===== config.mk =====
export PLATFORM = sky130hd
export DESIGN_NAME = lcd_port_driver
export DESIGN_NICKNAME = d
export VERILOG_FILES = /design/src/rtl/lcd_port_driver.sv
export SDC_FILE = /design/constraint.sdc
export NUM_CORES = 1
export LEC_CHECK = 0
export ABC_AREA = 1
export BUFFER_PORTS_ARGS = -buffer_cell sky130_fd_sc_hd__buf_4
export CORE_AREA = 2 2 69 71
export DETAILED_ROUTE_END_ITERATION = 12
export DIE_AREA = 0 0 71 73
export GPL_TIMING_DRIVEN = 0
export PLACE_DENSITY_LB_ADDON = 0.15
export SYNTH_ARGS = -nofsm -noshare
export SYNTH_HDL_FRONTEND = slang
export SYNTH_SLANG_ARGS = --single-unit

===== constraint.sdc =====
create_clock -name clk_i -period 1.77 [get_ports clk_i]
set_input_delay 0.0885 -clock clk_i [delete_from_list [all_inputs] [get_ports clk_i]]
set_output_delay 0.0885 -clock clk_i [all_outputs]
set_load 0.1 [all_outputs]

===== src/rtl/lcd_port_driver.sv =====
// HD44780 write-cycle generator fed by the core's LCD output register.
// Each REQ toggle becomes setup / EN pulse / hold / settle, acknowledged by echoing REQ on ack_o.
module lcd_port_driver #(
    parameter int T_POWERUP    = 1000000,
    parameter int T_SETUP      = 4,
    parameter int T_PULSE      = 25,
    parameter int T_HOLD       = 4,
    parameter int T_WAIT_SHORT = 2000,
    parameter int T_WAIT_LONG  = 82000
) (
    input  logic        clk_i,
    input  logic        rst_ni,
    input  logic [31:0] lcd_word_i,
    output logic        lcd_on_o,
    output logic        lcd_rs_o,
    output logic        lcd_rw_o,
    output logic        lcd_en_o,
    output logic [7:0]  lcd_data_o,
    output logic        busy_o,
    output logic        ack_o
);

    localparam int M_A   = (T_POWERUP > T_SETUP) ? T_POWERUP : T_SETUP;
    localparam int M_B   = (T_PULSE > T_HOLD) ? T_PULSE : T_HOLD;
    localparam int M_C   = (T_WAIT_SHORT > T_WAIT_LONG) ? T_WAIT_SHORT : T_WAIT_LONG;
    localparam int M_AB  = (M_A > M_B) ? M_A : M_B;
    localparam int T_MAX = (M_AB > M_C) ? M_AB : M_C;
    localparam int CNT_W = $clog2(T_MAX) + 1;

    typedef logic [CNT_W-1:0] cnt_t;

    localparam cnt_t CNT_ONE    = cnt_t'(1);
    localparam cnt_t LD_INIT    = cnt_t'(T_POWERUP - 1);
    localparam cnt_t LD_SETUP   = cnt_t'(T_SETUP);
    localparam cnt_t LD_PULSE   = cnt_t'(T_PULSE);
    localparam cnt_t LD_HOLD    = cnt_t'(T_HOLD);
    localparam cnt_t LD_W_SHORT = cnt_t'(T_WAIT_SHORT);
    localparam cnt_t LD_W_LONG  = cnt_t'(T_WAIT_LONG);

    typedef enum logic [2:0] {
        S_INIT,
        S_IDLE,
        S_SETUP,
        S_PULSE,
        S_HOLD,
        S_WAIT
    } state_t;

    state_t      state_q, state_d;
    cnt_t        cnt_q, cnt_d;
    logic        on_q, on_d;
    logic        rs_q, rs_d;
    logic [7:0]  data_q, data_d;
    logic        en_q, en_d;
    logic        busy_q, busy_d;
    logic        ack_q, ack_d;
    logic        req_q, req_d;
    logic        cnt_last;
    logic        unused_word_bits;

    // Clear display (0x01) and return home (0x02/0x03) need the long settle time.
    function automatic logic is_long_wait(input logic rs, input logic [7:0] d);
        return (rs == 1'b0) && (d[7:2] == 6'd0) && (d[1:0] != 2'd0);
    endfunction

    assign unused_word_bits = ^lcd_word_i[29:9];
    assign cnt_last         = (cnt_q <= CNT_ONE);

    always_comb begin
        state_d = state_q;
        cnt_d   = cnt_q;
        on_d    = lcd_word_i[31];
        rs_d    = rs_q;
        data_d  = data_q;
        req_d   = req_q;
        ack_d   = ack_q;

        case (state_q)
            S_INIT: begin
                // A zero count only exists straight out of reset; it arms the power-up delay.
                if (cnt_q == '0 && T_POWERUP > 1) begin
                    cnt_d = LD_INIT;
                end else if (cnt_last) begin
                    state_d = S_IDLE;
                    cnt_d   = '0;
                end else begin
                    cnt_d = cnt_q - CNT_ONE;
                end
            end
            S_IDLE: begin
                if (lcd_word_i[30] != ack_q) begin
                    rs_d    = lcd_word_i[8];
                    data_d  = lcd_word_i[7:0];
                    req_d   = lcd_word_i[30];
                    state_d = S_SETUP;
                    cnt_d   = LD_SETUP;
                end
            end
            S_SETUP: begin
                if (cnt_last) begin
                    state_d = S_PULSE;
                    cnt_d   = LD_PULSE;
                end else begin
                    cnt_d = cnt_q - CNT_ONE;
                end
            end
            S_PULSE: begin
                if (cnt_last) begin
                    state_d = S_HOLD;
                    cnt_d   = LD_HOLD;
                end else begin
                    cnt_d = cnt_q - CNT_ONE;
                end
            end
            S_HOLD: begin
                if (cnt_last) begin
                    state_d = S_WAIT;
                    cnt_d   = is_long_wait(rs_q, data_q) ? LD_W_LONG : LD_W_SHORT;
                end else begin
                    cnt_d = cnt_q - CNT_ONE;
                end
            end
            S_WAIT: begin
                if (cnt_last) begin
                    state_d = S_IDLE;
                    cnt_d   = '0;
                    ack_d   = req_q;
                end else begin
                    cnt_d = cnt_q - CNT_ONE;
                end
            end
            default: begin
                state_d = S_INIT;
                cnt_d   = '0;
            end
        endcase

        en_d   = (state_d == S_PULSE);
        busy_d = (state_d != S_IDLE);
    end

    always_ff @(posedge clk_i or negedge rst_ni) begin
        if (!rst_ni) begin
            state_q <= S_INIT;
            cnt_q   <= '0;
            on_q    <= 1'b0;
            rs_q    <= 1'b0;
            data_q  <= 8'h00;
            en_q    <= 1'b0;
            busy_q  <= 1'b1;
            ack_q   <= 1'b0;
            req_q   <= 1'b0;
        end else begin
            state_q <= state_d;
            cnt_q   <= cnt_d;
            on_q    <= on_d;
            rs_q    <= rs_d;
            data_q  <= data_d;
            en_q    <= en_d;
            busy_q  <= busy_d;
            ack_q   <= ack_d;
            req_q   <= req_d;
        end
    end

    assign lcd_on_o   = on_q;
    assign lcd_rs_o   = rs_q;
    assign lcd_rw_o   = 1'b0;
    assign lcd_en_o   = en_q;
    assign lcd_data_o = data_q;
    assign busy_o     = busy_q;
    assign ack_o      = ack_q;

endmodule


### Word level (Yosys, flattened, before mapping)

Index checks and enable logic that the tools add are counted.

| storage, ports and cells | value |
|---|---|
| register bits after elaboration | 38 |
| bits of input ports | 34 |
| output and inout port bits | 14 |
| logic and storage cells | 44 |

| cells by class | value |
|---|---|
| equal/unequal tests | 9 |
| $add $sub $neg | 1 |
| bitwise gates (word level) | 1 |
| $lt $le $gt $ge | 1 |
| reduce and logical (&&, ||, !) cells | 8 |
| muxes and demuxes | 15 |

Operators by type and width:

| kind | number |
|---|---|
| 21-bit 2-to-1 mux | 6 |
| 21-bit one-hot mux with 6 select lines | 1 |
| 21-bit by 1-bit <= comparator with 1-bit output, second input constant | 1 |
| 21-bit zero test | 1 |
| 21-bit by 1-bit subtractor with 21-bit output, second input constant | 1 |
| 3-bit 2-to-1 mux | 6 |
| 3-bit one-hot mux with 6 select lines | 1 |
| 17-bit 2-to-1 mux | 1 |
| 3-bit by 2-bit == test with 1-bit output, second input constant | 3 |
| 3-bit == test, second input constant | 2 |
| 6-bit zero test | 1 |
| 2-bit AND reduction | 2 |
| 3-bit by 1-bit == test with 1-bit output, second input constant | 1 |
| 3-bit zero test | 1 |
| 3-bit by 1-bit != test with 1-bit output, second input constant | 1 |
| 1-bit logical AND | 2 |
| 2-bit != test, second input constant | 1 |
| 2-bit nonzero test | 1 |
| 1-bit != test | 1 |
| 1-bit NOT | 1 |

### Logic depth before layout (Yosys ltp)

| depth | value |
|---|---|
| depth in word-level cells | 6 |
| depth in mapped cells | 12 |
| gate-level depth less buffers | 12 |

### Worst setup path before layout

Ideal clock, no wire load.

| timing | value |
|---|---|
| path kind | reg-to-reg |
| start | register ack_q, in the netlist ack_o |
| end | register data_q[7], in the netlist lcd_data_o[7] |
| path slack | -0.191 ns |
| clock period less this slack | 1.961 ns |
| required time | 1.644 ns |
| setup time | 0.126 ns |
| data arrival time | 1.836 ns |
| cell stages (with the launch flop) | 6 |
| path buffers | 1 |
| cell sequence | dfrtp_1 -> xnor2_1 -> inv_1 -> nand2_1 -> buf_2 -> mux2_2 |

| between the ends | value |
|---|---|
| cells in the longest elaborated chain, start to end | 2 |

Ends and longest elaborated chain:

| what | line | RTL |
|---|---|---|
| start: declaration | 56 | `logic ack_q, ack_d;` |
| start signal: assignment | 161 | `ack_q <= ack_d;` |
| 1-bit != test | 91 | `if (lcd_word_i[30] != ack_q) begin` |
| 2-bit AND reduction (no source line) | -- |  |
| end signal: assignment | 158 | `data_q <= data_d;` |
| end: declaration | 53 | `logic [7:0] data_q, data_d;` |

Every way passes these cells.
A chain may end at the register's enable or synchronous reset.

### Final worst setup path

| timing | value |
|---|---|
| start | register cnt_q[19] |
| end | register cnt_q[6] |

| between the ends | value |
|---|---|
| cells in the longest elaborated chain, start to end | 4 |
| elaborated cells on any way between the ends | 8 |
| classes of those cells | order compare: 1; mux: 6; reduce/logical: 1 |

Ends and longest elaborated chain:

| what | line | RTL |
|---|---|---|
| start: declaration | 50 | `cnt_t cnt_q, cnt_d;` |
| start signal: assignment | 155 | `cnt_q <= cnt_d;` |
| 21-bit by 1-bit <= comparator with 1-bit output | 67 | `assign cnt_last = (cnt_q <= CNT_ONE);` |
| 21-bit 2-to-1 mux | 83, 124 |  |
| 21-bit 2-to-1 mux | 81 | `if (cnt_q == '0 && T_POWERUP > 1) begin` |
| 21-bit one-hot mux with 6 select lines (*) | 78 | `case (state_q)` |

Every way passes the cells marked *; elsewhere a longest branch is shown, timed or not.

==> run summary <==
outcome: finished clean
Worst Path Required: 1950 ps
remaining antenna violation count: 0
Multi-input gate area: 1410 um2
worst setup path startpoint: cnt_q[19]$_DFFE_PN0P_
critical path endpoint: cnt_q[6]$_DFFE_PN0P_
cell area after synthesis: 2370 um2
Seq cells post-synth: 38
pre-CTS WS: -81.4 ps
Clock Skews: 8.04 ps
f_max: 0.576 GHz
TritonCTS Buffers: 5
fill cell count: 393
Leak Pwr: 1.44 nW
# diodes: 0
CORE AREA: 4540 um2
Routability Congestion: 0.910
worst min path class: in -> reg
Max-cap violations: 0
CP startpoint kind: flop
drt via density: 5.31
Placed Cells: 405
final hold viol count: 0
share of post-route cells with drive strength above 1: 33.7%
setup total negative slack: 0 ps
vias in the first global route: 2032
WP data arrival: 1920 ps
worst-case clock buffer depth: 2
clock sink total: 38
H-Tree Depth: 2
First DRT Iteration DRCs: 187
Synthesis Warnings: 0
# nets final: 412
starting density of the core: 52.2%
Worst VDD drop: 0.536 mV
reg2reg setup slack: 30 ps
PwrDens: 507 nW/um2
final WL: 5930 um
Clk pin slew, worst setup/hold paths: 80 ps
fin crit period: 1740 ps
Register Area: 970 um2
root buffer cell: clkbuf_8
DRC viols: 0
Crit Path Class: reg -> reg
sequential share of the synthesized area: 40.2%
fin cells: 431
Layout area overhead: 28.1%
Post-Syn Area per Cell: 7.27 um2
fin util: 66.9%
critical path fanouts, max: 10
DP HPWL: 4090 um
fin worst setup slack: 34.4 ps
Hold Worst Slack: 20.2 ps
DIE AREA: 5180 um2
Crit Reg-Reg Endpoint: cnt_q[6]$_DFFE_PN0P_
Rows: 25
# setup viols final: 0
Syn Nets: 362
largest net degree at the start of global routing: 39
r2r startpoint: cnt_q[19]$_DFFE_PN0P_
Top Ports: 48
first-pass GRT wire length: 9270 um
wire length per cell: 13.8 um
die span in y: 73 um
Tcrit/Tclk final: 98.1%
Clock Latency Late Sink: 290 ps
GRT Total Usage: 23.0%
initial antenna violation count: 0
Reg2Reg Depth: 11
Congestion Overflow GR: 0
Detailed Routing Iterations Pass 1: 4
die width: 71 um
fin. max-slew vios: 0
Via Count: 2289
CTS tree: yes
Unique masters post-synth: 36
Gate Count Post-Synth: 326
Worst Setup End Kind: flop
Buffers on Ports: 25
[layout by cell type, fill, tap and decap left out, types with 2 or more instances in the layout]
cell / n
nor2_2: 8
dfrtp_1: 23
inv_2: 6
nand3_1: 18
buf_4: 42
nor2_4: 16
nor2_1: 32
dfrtp_2: 14
a21boi_0: 2
o21ai_0: 13
clkbuf_8: 5
nand3_2: 5
dlygate4sd3_1: 2
nand2_2: 9
nand3b_1: 2
buf_6: 2
nand4_1: 5
a21oi_1: 6
mux2_2: 9
xnor2_1: 4
nand2_1: 98
inv_1: 28
buf_2: 2
xor2_1: 5
nor3_1: 2
[cells by family (layout without fill, tap and decap cells)]
family	after synthesis	count (layout)	share of synthesized area [%]
AOI/OAI and AO/OA	27	27	6.39
xor gates and xnor gates	9	9	3.33
adders and majority gates	2	2	1.06
buffers and inverters	40	91	7.08
DFF	38	38	40.2
muxes	9	9	4.28
other	1	1	0.158
and+or+nand+nor	200	200	37.5
[cells in the mapped netlist, drive strengths merged]
cell type / number / area, um2
o21ai: 14 / 70.1
clkbuf: 1 / 3.75
ha: 2 / 25.0
inv: 34 / 128
a21o: 1 / 7.51
nor3b: 1 / 7.51
nand4: 5 / 31.3
o211ai: 1 / 7.51
nor2: 56 / 248
xnor2: 4 / 35.0
a21boi: 3 / 22.5
a21oi: 6 / 30.0
a31oi: 1 / 6.26
nand2: 108 / 418
nor4: 1 / 6.26
dfstp: 1 / 26.3
mux2: 9 / 101
dfrtp: 37 / 926
conb: 1 / 3.75
nand3b: 2 / 15.0
nor3: 3 / 15.0
xor2: 5 / 43.8
buf: 5 / 36.3
nand3: 24 / 148
o21bai: 1 / 7.51
[registers in the layout, summed over array words and instances (netlist names)]
| name | flops |
|---|---|
| lcd_data_o | 8 |
| lcd_rs_o | 1 |
| cnt_q | 21 |
| busy_o | 1 |
| state_q | 3 |
| lcd_on_o | 1 |
| req_q | 1 |
| lcd_en_o | 1 |
| ack_o | 1 |
[worst max-delay path: stages (launching register included)]
cell and delay (ps):
dfrtp_1 440, nor2_1 160, nand2_2 100, nor2_1 130
nand3_2 170, nand2_8 140, inv_2 50, buf_6 140
nand2_1 110, nand2_1 70, nand2_1 70, nand2_1 40
[metrics by stage]
| stage | total power (W) | area, um2 |
|---|---|---|
| after global routing | 0.00159 | 3030 |
| after detailed placement | 0.000948 | 2630 |
| after global placement | 0.000947 | 2630 |
| after CTS | 0.00155 | 2760 |
| after floorplan | 0.000908 | 2370 |
| final | 0.00154 | 3030 |
[power by group]
part	internal, W	switching [W]	leakage (nW)
combinational	0.0000235	0.0000396	0.973
clock	0.000277	0.000329	0.0441
sequential	0.000868	0.000000247	0.421
total	0.00117	0.000369	1.44
[final cells by class]
type | instances | share of cell area, %
multi-input cells | 248 | 46.3
flip-flops and latches | 38 | 32.0
repair buffers | 43 | 10.8
inverters | 34 | 4.21
clock buffers | 5 | 2.27
well taps | 54 | 2.23
plain buffers | 6 | 1.49
clock inverters | 3 | 0.701
[layer usage]
layer / track usage [%] / wire, um / vias up
met5: 0 / 0 / -
met3: 4.14 / 366 / 18
met4: 9.01 / 201 / 0
li1: - / - / 1130
met2: 39.4 / 2860 / 88
met1: 28.9 / 2510 / 1053
[worst min-delay path by stage]
stage	from	depth (start not counted)	endpoint	slack (ps)
floorplan	rst_ni	0	ack_o$_DFFE_PN0P_	-210
global route	lcd_word_i[3]	2	lcd_data_o[3]$_DFFE_PN0P_	6
finish	lcd_word_i[8]	2	lcd_rs_o$_DFFE_PN0P_	20
CTS	lcd_word_i[5]	2	lcd_data_o[5]$_DFFE_PN0P_	10
detailed placement	rst_ni	1	cnt_q[6]$_DFFE_PN0P_	90
global placement	rst_ni	1	cnt_q[18]$_DFFE_PN0P_	90
[repair_timing]
item,in CTS,in global routing
resized for setup,4,55
endpoints found under the hold margin,38,0
buffers inserted,1,15
hold buffers,2,0
setup endpoints to repair,14,23
pin swaps,1,12
Power figures use the tool's default switching activity.
